===== src/rtl/bcd_pkg.sv =====
// Shared constants, FSM state type and sizing helper for the sequential
// binary-to-BCD converter.
package bcd_pkg;

  localparam int BCD_W = 4;

  typedef enum logic {
    IDLE  = 1'b0,
    SHIFT = 1'b1
  } state_e;

  // Decimal digits needed to show the largest unsigned value of 'width' bits.
  function automatic int digits_needed(input int width);
    longint max_v;
    int     d;
    max_v = (64'(1) << width) - 64'(1);
    d     = 1;
    for (int i = 0; i < 20; i++) begin
      if (max_v >= 64'd10) begin
        max_v = max_v / 64'd10;
        d     = d + 1;
      end
    end
    return d;
  endfunction

endpackage


===== src/rtl/seq_bin_to_bcd_if.sv =====
// Start/ready request side and registered result side of the converter.
interface seq_bin_to_bcd_if #(
  parameter int BIN_W  = 20,
  parameter int DIGITS = 6
) ();

  logic                  start;
  logic [BIN_W-1:0]      bin_in;
  logic                  ready;
  logic                  done;
  logic [4*DIGITS-1:0]   bcd_out;
  logic                  overflow;
  logic [DIGITS-1:0]     blank;

  modport master (
    output start, bin_in,
    input  ready, done, bcd_out, overflow, blank
  );

  modport slave (
    input  start, bin_in,
    output ready, done, bcd_out, overflow, blank
  );

endinterface


===== src/rtl/seq_bin_to_bcd_digit_cell.sv =====
// One double-dabble stage: add-3 correction on a BCD digit, then shift in
// the carry from the digit below; the corrected MSB carries upward.
module bcd_digit_cell
  import bcd_pkg::*;
(
  input  logic [BCD_W-1:0] digit_i,
  input  logic             carry_i,
  output logic [BCD_W-1:0] digit_o,
  output logic             carry_o
);

  logic [BCD_W-1:0] adj;

  assign adj     = (digit_i >= BCD_W'(5)) ? digit_i + BCD_W'(3) : digit_i;
  assign digit_o = {adj[BCD_W-2:0], carry_i};
  assign carry_o = adj[BCD_W-1];

endmodule


===== src/rtl/seq_bin_to_bcd.sv =====
// Multi-cycle binary-to-BCD converter, one input bit per clock, with
// overflow detection and leading-zero blanking flags.
//
//   state | meaning
//   IDLE  | ready=1, waiting for start; results held
//   SHIFT | one add-3/shift step per edge, cnt_q edges remaining
module seq_bin_to_bcd
  import bcd_pkg::*;
#(
  parameter int BIN_W  = 20,
  parameter int DIGITS = 6
) (
  input logic              clk,
  input logic              reset,
  seq_bin_to_bcd_if.slave  bus
);

  localparam int CNT_W = $clog2(BIN_W + 1);
  localparam int SCR_W = BCD_W * DIGITS;
  localparam logic [DIGITS-1:0] BLANK_RST = ~DIGITS'(1);

  state_e               state_q, state_d;
  logic [CNT_W-1:0]     cnt_q, cnt_d;
  logic [BIN_W-1:0]     shift_q, shift_d;
  logic [SCR_W-1:0]     scratch_q, scratch_d;
  logic                 acc_q, acc_d;
  logic [SCR_W-1:0]     bcd_q, bcd_d;
  logic                 ovf_q, ovf_d;
  logic [DIGITS-1:0]    blank_q, blank_d;
  logic                 done_q, done_d;

  logic [DIGITS:0]      carry;
  logic [SCR_W-1:0]     scratch_shift;
  logic [DIGITS-1:0]    blank_calc;
  logic                 higher_zero;
  logic                 ovf_final;

  // Digit chain is fed from the shift-register MSB; carry[DIGITS] falls off the top.
  assign carry[0] = shift_q[BIN_W-1];

  for (genvar k = 0; k < DIGITS; k++) begin : g_cell
    bcd_digit_cell u_cell (
      .digit_i (scratch_q[BCD_W*k +: BCD_W]),
      .carry_i (carry[k]),
      .digit_o (scratch_shift[BCD_W*k +: BCD_W]),
      .carry_o (carry[k+1])
    );
  end

  assign ovf_final = acc_q | carry[DIGITS];

  always_comb begin
    blank_calc  = '0;
    higher_zero = 1'b1;
    for (int k = DIGITS - 1; k >= 1; k--) begin
      higher_zero   = higher_zero & (scratch_shift[BCD_W*k +: BCD_W] == '0);
      blank_calc[k] = higher_zero;
    end
    if (ovf_final) blank_calc = '0;
  end

  always_comb begin
    state_d   = state_q;
    cnt_d     = cnt_q;
    shift_d   = shift_q;
    scratch_d = scratch_q;
    acc_d     = acc_q;
    bcd_d     = bcd_q;
    ovf_d     = ovf_q;
    blank_d   = blank_q;
    done_d    = 1'b0;
    case (state_q)
      IDLE: begin
        if (bus.start) begin
          shift_d   = bus.bin_in;
          scratch_d = '0;
          acc_d     = 1'b0;
          cnt_d     = CNT_W'(BIN_W);
          state_d   = SHIFT;
        end
      end
      SHIFT: begin
        shift_d   = shift_q << 1;
        scratch_d = scratch_shift;
        acc_d     = ovf_final;
        cnt_d     = cnt_q - CNT_W'(1);
        if (cnt_q == CNT_W'(1)) begin
          bcd_d   = scratch_shift;
          ovf_d   = ovf_final;
          blank_d = blank_calc;
          done_d  = 1'b1;
          state_d = IDLE;
        end
      end
      default: state_d = IDLE;
    endcase
  end

  always_ff @(posedge clk) begin
    if (!reset) begin
      state_q   <= IDLE;
      cnt_q     <= '0;
      shift_q   <= '0;
      scratch_q <= '0;
      acc_q     <= 1'b0;
      bcd_q     <= '0;
      ovf_q     <= 1'b0;
      blank_q   <= BLANK_RST;
      done_q    <= 1'b0;
    end else begin
      state_q   <= state_d;
      cnt_q     <= cnt_d;
      shift_q   <= shift_d;
      scratch_q <= scratch_d;
      acc_q     <= acc_d;
      bcd_q     <= bcd_d;
      ovf_q     <= ovf_d;
      blank_q   <= blank_d;
      done_q    <= done_d;
    end
  end

  assign bus.ready    = (state_q == IDLE);
  assign bus.done     = done_q;
  assign bus.bcd_out  = bcd_q;
  assign bus.overflow = ovf_q;
  assign bus.blank    = blank_q;

endmodule


===== src/flat_wrapper.sv =====
// flat-port wrapper written by rule: the top's interface ports become plain ports
module seq_bin_to_bcd_flat import bcd_pkg::*;
#(
  parameter int BIN_W  = 20,
  parameter int DIGITS = 6
)
  (clk, reset, bus_start, bus_bin_in, bus_ready, bus_done, bus_bcd_out, bus_overflow, bus_blank);
  seq_bin_to_bcd_if #(.BIN_W(BIN_W), .DIGITS(DIGITS)) bus_i ();
  input logic clk;
  input logic reset;
  input wire logic [$bits(bus_i.start)-1:0] bus_start;
  input wire logic [$bits(bus_i.bin_in)-1:0] bus_bin_in;
  output wire logic [$bits(bus_i.ready)-1:0] bus_ready;
  output wire logic [$bits(bus_i.done)-1:0] bus_done;
  output wire logic [$bits(bus_i.bcd_out)-1:0] bus_bcd_out;
  output wire logic [$bits(bus_i.overflow)-1:0] bus_overflow;
  output wire logic [$bits(bus_i.blank)-1:0] bus_blank;
  assign bus_i.start = bus_start;
  assign bus_i.bin_in = bus_bin_in;
  assign bus_ready = bus_i.ready;
  assign bus_done = bus_i.done;
  assign bus_bcd_out = bus_i.bcd_out;
  assign bus_overflow = bus_i.overflow;
  assign bus_blank = bus_i.blank;
  seq_bin_to_bcd #(.BIN_W(BIN_W), .DIGITS(DIGITS)) u_core (.clk(clk), .reset(reset), .bus(bus_i));
endmodule

===== config.mk =====
export PLATFORM = sky130hd
export DESIGN_NAME = seq_bin_to_bcd_flat
export DESIGN_NICKNAME = d
export VERILOG_FILES = /design/src/rtl/bcd_pkg.sv /design/src/rtl/seq_bin_to_bcd_if.sv /design/src/rtl/seq_bin_to_bcd_digit_cell.sv /design/src/rtl/seq_bin_to_bcd.sv /design/src/flat_wrapper.sv
export SDC_FILE = /design/constraint.sdc
export NUM_CORES = 1
export LEC_CHECK = 0
export CORE_MARGIN = 5
export CORE_UTILIZATION = 50
export CTS_CLUSTER_DIAMETER = 100
export DETAILED_ROUTE_END_ITERATION = 10
export GPL_ROUTABILITY_DRIVEN = 0
export PLACE_DENSITY = 0.74
export SLEW_MARGIN = 40
export SYNTH_ARGS = -nofsm -noshare
export SYNTH_HDL_FRONTEND = slang
export SYNTH_SLANG_ARGS = --single-unit

===== constraint.sdc =====
create_clock -name clk -period 2.52 [get_ports clk]
set_input_delay 0.504 -clock clk [delete_from_list [all_inputs] [get_ports clk]]
set_output_delay 0.504 -clock clk [all_outputs]
set_load 0.02 [all_outputs]

==> qor.yml, run 1 <==
place_hpwl_um: 5940
root_buffer: "clkbuf_8"
yosys_register_bits: 82
syn_to_final_growth_pct: 19.5
slew_viol_final: 0
syn_nets: 502
totalWireLength_um: 8580
worstPathMaxFanout: 5
n_fill_cell: 692
drc: 0
clk_pin_slew_worst_paths_ps: 80
hold_class: "flip-flop to flip-flop"
vias: 3335
regArea_um2: 1640
rsz0062_at_grt: "false"
outcome: "finished clean"
die_x_um: 100
cts_resized: 0
drtPass1Iterations: 4
hold_viol_final: 0
rows: 32
grt_pass1_vias: 3223
multi_input_area_um2: 2230
synth_seq_area_share_pct: 40.4
grt_pass1_wl_um: 14700
postCtsSetupBuffers: 0
via_per_inst: 5.41
setup_viol: 0
synth_top_flop_cell: "dfxtp_1"
power_density_nw_per_um2: 531
relSlewSlack_pct: 65.4
synth_warnings: 0
grt_use_total_pct: 18.1
ys_async_sr_fraction_pct: 0
clock_path_buffers: 2
worstSetupStartpointType: "flip-flop"
ys_types: 44
synth_edf_count: 0
critPathArrivalTime_ps: 2210
cts_tree: "done"
p_leak_nw: 2.13
start_util_pct: 52.1
skew_ps: 8.62
antenna_found_initial: 0
switchingPower_w: 0.000630
pwr-share-comb_pct: 10.6
core-area_um2: 7810
critical_path_required_ps: 2790
place_ws_ps: 589
n_antenna_cell: 0
utilization_pct: 62.2
clkPwrFrac_pct: 36.3
portBuffers: 54
p_seq_share_pct: 53.0
grt_max_degree: 52
p_int_w: 0.00195
maxCapViolations: 0
synthCells: 465
cp-end-kind: "flip-flop"
layout_common_cells: "82 x dfxtp_1, 75 x nand2_1, 52 x clkdlybuf4s50_1"
worst_slew_pin_slew_ps: 507
fin_hold_ws_ps: 462
fin_ws_ps: 577
cts.htree.levels: 3
postCtsHoldBufs: 0
grt_overflow: 0
wl_per_cell_um: 13.9
worstSetupPathType: "flip-flop to flip-flop"
final_common_cell: "dfxtp_1"
min_period_ps: 1940
min_period_over_period_pct: 77.1
synth.cell_area_um2: 4060
drt_iter0_markers: 147
tns_ps: 0
cts-buffers-inserted: 9
dieArea_um2: 10000
nNetsFinal: 548
clock_sinks: 82
ir_worst_vdd_uv: 323
die_h_um: 100
p_sw_share_pct: 24.5
ant_nets: 0
layout-drive-gt1-share_pct: 7.38
avgSynthCellArea_um2: 8.74
ios: 56
clk_latency_ps: 350
fmax_mhz: 515
## Yosys cell counts (all sizes together) (2+ instances only)
cell type	count	area share (%)
dfxtp	82	40
nand2	75	6.9
a21oi	29	3.6
mux2i	29	7.1
o211a	28	6.9
a21boi	20	3.7
clkbuf	20	2.1
nor2b	19	2.9
nor3	19	2.3
nor2	16	1.6
nor3b	16	3.0
o21ai	16	2.1
ha	14	4.3
inv	14	1.3
buf	10	1.2
nand3	10	1.2
nand2b	8	1.2
xnor2	6	1.3
o21a	5	0.92
a211oi	3	0.55
a21o	3	0.55
and2	3	0.46
nand4	3	0.62
a2111oi	2	0.58
a31o	2	0.43
o211ai	2	0.37
## worst paths after layout
kind                                       startpoint               endpoint  slack [ps]  depth (start not counted)
worst max-delay path             u_core.scratch_q[17]    u_core.bus.blank[1]         580                          7
worst max register to register   u_core.scratch_q[17]    u_core.bus.blank[1]         580                          7
worst min-delay path            u_core.bus.bcd_out[8]  u_core.bus.bcd_out[8]         460                          2
worst min register to register  u_core.bus.bcd_out[8]  u_core.bus.bcd_out[8]         460                          2
## per-layer routing
| layer | track usage [%] | routed length [um] | part of all wire [%] |
|---|---|---|---|
| met3 | 5.00 | 513 | 6.0 |
| met4 | 8.39 | 110 | 1.3 |
| met5 | 0 | 0 | 0 |
| met2 | 28.3 | 4010 | 47 |
| met1 | 23.1 | 3950 | 46 |
## flip-flops by register name, summed over array words and instances (netlist names)
| signal | cells |
|---|---|
| u_core.bus.bcd_out | 24 |
| u_core.scratch_q | 24 |
| u_core.shift_q | 20 |
| u_core.bus.blank | 5 |
| u_core.cnt_q | 5 |
| u_core.acc_q | 1 |
| u_core.bus.done | 1 |
| u_core.bus.overflow | 1 |
| u_core.state_q | 1 |
## power by group through the flow
stage          registers (W)  clock network, W  logic (W)
5_1_grt              0.00137           0.00102   0.000304
6_report             0.00137          0.000937   0.000274
3_3_place_gp         0.00140                 0   0.000269
2_1_floorplan        0.00140                 0   0.000179
4_1_cts              0.00137          0.000963   0.000277
3_5_place_dp         0.00140                 0   0.000276
## area by class of cell
class / instances / area share, %
clock buffers: 12 / 2.99
clock inverters: 3 / 0.825
inverters: 15 / 1.16
multi-input cells: 338 / 46.0
flip-flops and latches: 82 / 33.8
well taps: 102 / 2.63
repair buffers: 65 / 12.6
## critical path: stages (launching register included)
cell and delay (ps):
dfxtp_1 350, inv_1 100, ha_1 190, nand2b_1 160
a21oi_1 370, mux2i_1 280, nand4_2 160, o31ai_2 260
## metrics by stage
step	cell area (um2)	total power [W]	cells
floorplan	4060	0.00158	465
global placement	4670	0.00167	602
detailed placement	4670	0.00167	602
CTS	4860	0.00261	617
global route	4860	0.00270	617
finish	4860	0.00258	617
## kinds of logic (layout without fill, tap and decap cells)
logic type / after synthesis / after routing / synth area share (%)
compound gates: 112 / 112 / 20.1
xor+xnor: 6 / 6 / 1.29
fa+ha+maj: 14 / 14 / 4.31
buf+inv: 45 / 95 / 4.68
flops: 82 / 82 / 40.4
mux: 30 / 30 / 7.42
other cells: 1 / 1 / 0.0923
simple gates: 175 / 175 / 21.7
Power figures use the tool's default switching activity.
==> run 2: changes to the inputs <==
- CORE_UTILIZATION: 50 -> 49
- PLACE_DENSITY: 0.74 -> 0.75
- clock period: 2.52 -> 1.7 ns (I/O delays scaled with it)
==> run 2 against run 1 <==
Effect of this change: clock skew increased by 5.6 ps; utilization increased by 4.7 points; count of clock-buffer cells in the layout stayed put; critical path type unchanged; final cell count is 5.0% higher; sequential share of layout area shrank 3.4 points.
==> qor.yml, run 2 (same netlist as run 1, synthesis figures left out) <==
outcome: "finished clean"  # unchanged
switchingPower_w: 0.000975  # was 0.000630 W
clk_pin_slew_worst_paths_ps: 90  # was 80 ps
layout-drive-gt1-share_pct: 20.6  # was 7.38%
crit_end: "u_core.bus.blank[1]"  # unchanged
reg2reg_setup_slack_ps: 20  # was 580 ps
clk_latency_ps: 360  # was 350 ps
setup_viol: 0  # unchanged
worstPathMaxFanout: 5  # unchanged
worstSetupStartpointType: "flip-flop"  # unchanged
drt_iter0_markers: 147  # unchanged
n_antenna_cell: 0  # unchanged
core-area_um2: 8130  # was 7810 um2
top_layer: "met4"  # unchanged
ant_nets: 0  # unchanged
skew_ps: 14.2  # was 8.62 ps
vias: 3506  # was 3335
n_fill_cell: 647  # was 692
rows: 33  # was 32
min_period_over_period_pct: 98.8  # was 77.1%
start_util_pct: 50.0  # was 52.1%
place_hpwl_um: 6310  # was 5940 um
dp.cells: 630  # was 602
fin_hold_ws_ps: 354  # was 462 ps
slew_viol_final: 0  # unchanged
min_period_ps: 1680  # was 1940 ps
wl_per_cell_um: 14.9  # was 13.9 um
critPathArrivalTime_ps: 1960  # was 2210 ps
ios: 56  # unchanged
via_per_inst: 5.41  # about the same
maxCapViolations: 0  # unchanged
rr_worst_depth: 7  # unchanged
startpoint: "u_core.scratch_q[16]"  # was u_core.scratch_q[17]
hold_class: "input port to flip-flop"  # was flip-flop to flip-flop
fmax_mhz: 596  # was 515 MHz
drtPass1Iterations: 4  # unchanged
pwr-share-comb_pct: 10.3  # was 10.6%
fin_cells: 648  # was 617
route.met2.wl_um: 4650  # was 4010 um
dieArea_um2: 10200  # was 10000 um2
drc: 0  # unchanged
utilization_pct: 66.9  # was 62.2%
grt_max_degree: 52  # unchanged
final_common_cell: "nand2_1"  # was dfxtp_1
r2r_start: "u_core.scratch_q[16]"  # was u_core.scratch_q[17]
root_buffer: "clkbuf_8"  # unchanged
grt_pass1_vias: 3469  # was 3223
p_seq_share_pct: 48.0  # was 53.0%
nNetsFinal: 575  # was 548
tns_ps: 0  # unchanged
totalWireLength_um: 9620  # was 8580 um
grt_pass1_wl_um: 15800  # was 14700 um
reg2reg_to: "u_core.bus.blank[1]"  # unchanged
critical_path_required_ps: 1980  # was 2790 ps
relSlewSlack_pct: 65.8  # was 65.4%
p_leak_nw: 2.45  # was 2.13 nW
grt_use_total_pct: 19.2  # was 18.1%
power_density_nw_per_um2: 777  # was 531 nW/um2
syn_to_final_growth_pct: 33.9  # was 19.5%
p_sw_share_pct: 23.0  # was 24.5%
cp-end-kind: "flip-flop"  # unchanged
antenna_found_initial: 0  # unchanged
cts_tree: "done"  # unchanged
wl_met1_um: 4220  # was 3950 um
hold_viol_final: 0  # unchanged
layout_common_cells: "75 x nand2_1, 73 x dfxtp_1, 42 x clkdlybuf4s50_1"  # was 82 x dfxtp_1, 75 x nand2_1, 52 x clkdlybuf4s50_1
ir_worst_vdd_uv: 522  # was 323 uV
postCtsHoldBufs: 0  # unchanged
p_int_w: 0.00326  # was 0.00195 W
grt_overflow: 0  # unchanged
portBuffers: 54  # unchanged
cts-buffers-inserted: 9  # unchanged
worstSetupPathType: "flip-flop to flip-flop"  # unchanged
rsz0062_at_grt: "true"  # was false
wl_met3_um: 629  # was 513 um
clock_path_buffers: 2  # unchanged
clock_sinks: 82  # unchanged
die_h_um: 101  # was 100 um
worst_slew_pin_slew_ps: 508  # was 507 ps
clkPwrFrac_pct: 41.7  # was 36.3%
die_x_um: 101  # was 100 um
cts.htree.levels: 3  # unchanged
-- run 2: what timing repair did --
action | CTS | global route
resized for setup | 19 | 50
pin swaps | 8 | 12
endpoints found under the setup margin | 10 | 43
buffers inserted | 2 | 0
-- run 2: final cells by class --
cell class / count / area, um2 / share of cell area [%]
Tap cell: 105 / 131 / 2.41
Timing Repair Buffer: 92 / 891 / 16.4
Clock buffer: 12 / 155 / 2.85
Multi-Input combinational cell: 338 / 2460 / 45.2
Sequential cell: 82 / 1650 / 30.4
Clock inverter: 4 / 97.6 / 1.79
Inverter: 15 / 56.3 / 1.03
-- run 2: worst min-delay path by stage --
stage,cells past startpoint,to,start
6_report,2,u_core.shift_q[14],reset
5_1_grt,2,u_core.shift_q[15],reset
4_1_cts,2,u_core.shift_q[14],reset
3_5_place_dp,2,u_core.bus.bcd_out[9],u_core.bus.bcd_out[9]
3_3_place_gp,2,u_core.bus.bcd_out[17],u_core.bus.bcd_out[17]
2_1_floorplan,2,u_core.bus.bcd_out[0],u_core.shift_q[19]
-- run 2: power by group through the flow --
stage                     Clock (W)  Sequential (W)  Combinational [W]
after global placement            0         0.00207           0.000413
after CTS                   0.00180         0.00203           0.000428
after global routing        0.00189         0.00204           0.000485
after floorplan                   0         0.00208           0.000266
final                       0.00176         0.00203           0.000436
after detailed placement          0         0.00207           0.000425
-- run 2: stage by stage --
| stage | total power [W] | setup WS (ps) | area, um2 |
|---|---|---|---|
| after detailed placement | 0.00250 | -78.4 | 4930 |
| after floorplan | 0.00234 | 10.9 | 4080 |
| after global placement | 0.00248 | 3.29 | 4930 |
| final | 0.00423 | 21.2 | 5440 |
| after global routing | 0.00442 | -63.7 | 5440 |
| after CTS | 0.00425 | 3.71 | 5240 |
-- run 2: critical path: stages, from the launching register on --
cell and delay (ps):
dfxtp_2 350, inv_1 130, ha_4 180, nand2b_4 70
a21oi_4 170, mux2i_2 300, nand4_4 150, o31ai_2 240
-- run 2: per-layer routing --
| layer | track usage (%) | vias up |
|---|---|---|
| met3 | 5.47 | 15 |
| met2 | 30.3 | 98 |
| met4 | 6.85 | 0 |
| li1 | - | 1768 |
| met1 | 25.1 | 1625 |
| met5 | 0 | - |
==> run 3: changes to the inputs <==
- CORE_UTILIZATION: 49 -> 40
- PLACE_DENSITY: 0.75 -> 0.64
- TNS_END_PERCENT: default -> 1
==> run 3 against run 2 <==
Effect of this change: non-clock buffer count stayed put; count of clock-buffer cells in the layout did not move; total power rose by 0.39%; first-iteration DRC count rose by 22%; sequential power hardly changed; register-to-register slack about the same; global-route usage shrank 3.5 points; sequential cell count stayed put.
==> qor.yml, run 3 (same netlist as run 1, synthesis figures left out) <==
critical_path_required_ps: 1980  # about the same
hold_class: "input port to flip-flop"  # unchanged
via_per_inst: 5.19  # was 5.41
syn_to_final_growth_pct: 36.0  # was 33.9%
reg2reg_setup_slack_ps: 8  # was 20 ps
dieArea_um2: 12300  # was 10200 um2
start_util_pct: 41.4  # was 50.0%
slew_viol_final: 0  # unchanged
layout-drive-gt1-share_pct: 21.0  # was 20.6%
fin_hold_ws_ps: 429  # was 354 ps
hold_viol_final: 0  # unchanged
final_common_cell: "nand2_1"  # unchanged
drt_iter0_markers: 180  # was 147
fin_cells: 676  # was 648
root_buffer: "clkbuf_8"  # unchanged
layout_common_cells: "75 x nand2_1, 73 x dfxtp_1, 47 x clkdlybuf4s50_1"  # was 75 x nand2_1, 73 x dfxtp_1, 42 x clkdlybuf4s50_1
place_ws_ps: -128  # was -78.4 ps
grt_pass1_vias: 3529  # was 3469
drtPass1Iterations: 4  # unchanged
totalWireLength_um: 9690  # was 9620 um
p_int_w: 0.00326  # about the same
ant_nets: 0  # unchanged
outcome: "finished clean"  # unchanged
worst_slew_pin_slew_ps: 491  # was 508 ps
antenna_found_initial: 0  # unchanged
rsz0062_at_grt: "true"  # unchanged
worstPathMaxFanout: 3  # was 5
wl_per_cell_um: 14.3  # was 14.9 um
portBuffers: 54  # unchanged
n_antenna_cell: 0  # unchanged
min_period_ps: 1690  # was 1680 ps
critPathArrivalTime_ps: 1970  # was 1960 ps
min_period_over_period_pct: 99.5  # was 98.8%
ios: 56  # unchanged
p_leak_nw: 2.37  # was 2.45 nW
min_path_cells: 3  # was 2
core-area_um2: 9820  # was 8130 um2
grt_overflow: 0  # unchanged
clock_sinks: 82  # unchanged
vias: 3510  # was 3506
drc: 0  # unchanged
worstSetupStartpointType: "flip-flop"  # unchanged
power_w: 0.00425  # was 0.00423 W
clk_pin_slew_worst_paths_ps: 90  # about the same
place_hpwl_um: 6430  # was 6310 um
cts_tree: "done"  # unchanged
skew_ps: 7.88  # was 14.2 ps
die_x_um: 111  # was 101 um
grt_pass1_wl_um: 16300  # was 15800 um
maxCapViolations: 0  # unchanged
clock_path_buffers: 2  # unchanged
setup_viol: 0  # unchanged
tns_ps: 0  # unchanged
worstSetupPathType: "flip-flop to flip-flop"  # unchanged
grt_max_degree: 52  # unchanged
cts.htree.levels: 3  # unchanged
rr_worst_depth: 9  # was 7
n_fill_cell: 923  # was 647
p_sw_share_pct: 23.3  # was 23.0%
pwr-share-comb_pct: 10.2  # was 10.3%
clk_latency_ps: 350  # was 360 ps
power_density_nw_per_um2: 769  # was 777 nW/um2
dp.cells: 657  # was 630
ir_worst_vdd_uv: 478  # was 522 uV
cts-buffers-inserted: 9  # unchanged
grt_use_total_pct: 15.7  # was 19.2%
p_seq_share_pct: 47.9  # was 48.0%
nNetsFinal: 575  # unchanged
cp-end-kind: "flip-flop"  # unchanged
fmax_mhz: 591  # was 596 MHz
rows: 36  # was 33
switchingPower_w: 0.000990  # was 0.000975 W
relSlewSlack_pct: 66.9  # was 65.8%
clkPwrFrac_pct: 41.9  # was 41.7%
fin_ws_ps: 7.90  # was 21.2 ps
die_h_um: 111  # was 101 um
-- run 3: through the flow --
step	util (%)	instance area, um2
final	56.3	5530
after global routing	56.3	5530
after CTS	53.8	5290
after detailed placement	50.5	4960
after global placement	50.5	4960
after floorplan	-	4080
-- run 3: path summary, 6_finish.rpt --
| kind | from | end |
|---|---|---|
| setup / recovery | u_core.scratch_q[17] | u_core.bus.bcd_out[18] |
| hold / removal | reset | u_core.cnt_q[1] |
| setup reg to reg | u_core.scratch_q[17] | u_core.bus.bcd_out[18] |
| hold reg to reg | u_core.bus.bcd_out[9] | u_core.bus.bcd_out[9] |
-- run 3: power by group through the flow --
stage | combinational, W | sequential [W] | clock (W)
final | 0.000434 | 0.00203 | 0.00178
after global routing | 0.000482 | 0.00204 | 0.00192
after CTS | 0.000429 | 0.00203 | 0.00183
after detailed placement | 0.000427 | 0.00208 | 0
after global placement | 0.000420 | 0.00207 | 0
after floorplan | 0.000266 | 0.00208 | 0
-- run 3: repair_timing --
| action | CTS | global route |
|---|---|---|
| hold endpoints to repair | 0 | 0 |
| pin swaps | 8 | 11 |
| gates resized for setup | 21 | 55 |
| setup endpoints to repair | 7 | 31 |
| buffers inserted | 2 | 1 |
| hold buffers | 0 | 0 |
-- run 3: final cells by class --
| cell class | count | area (um2) | share of cell area (%) |
|---|---|---|---|
| Timing Repair Buffer | 92 | 878 | 15.9 |
| Clock buffer | 12 | 155 | 2.81 |
| Tap cell | 133 | 166 | 3.01 |
| Sequential cell | 82 | 1660 | 29.9 |
| Clock inverter | 4 | 97.6 | 1.77 |
| Multi-Input combinational cell | 338 | 2520 | 45.6 |
| Inverter | 15 | 56.3 | 1.02 |
-- run 3: worst max-delay path, cell delays in order, from the launching register on --
cell	delay (ps)
dfxtp_2	340
inv_2	60
ha_4	150
nand2b_4	150
a21oi_4	210
buf_4	140
buf_4	130
mux2i_4	240
nand2_1	70
a21boi_0	130
-- run 3: metal layers --
| metal | wire length, um | global-route usage (%) | share of wire (%) | vias to the layer above |
|---|---|---|---|---|
| met4 | 138 | 5.50 | 1.4 | 0 |
| met2 | 4770 | 27.2 | 49 | 68 |
| met5 | 0 | 0 | 0 | - |
| met3 | 402 | 3.82 | 4.1 | 12 |
| met1 | 4380 | 19.0 | 45 | 1674 |
| li1 | - | - | - | 1756 |
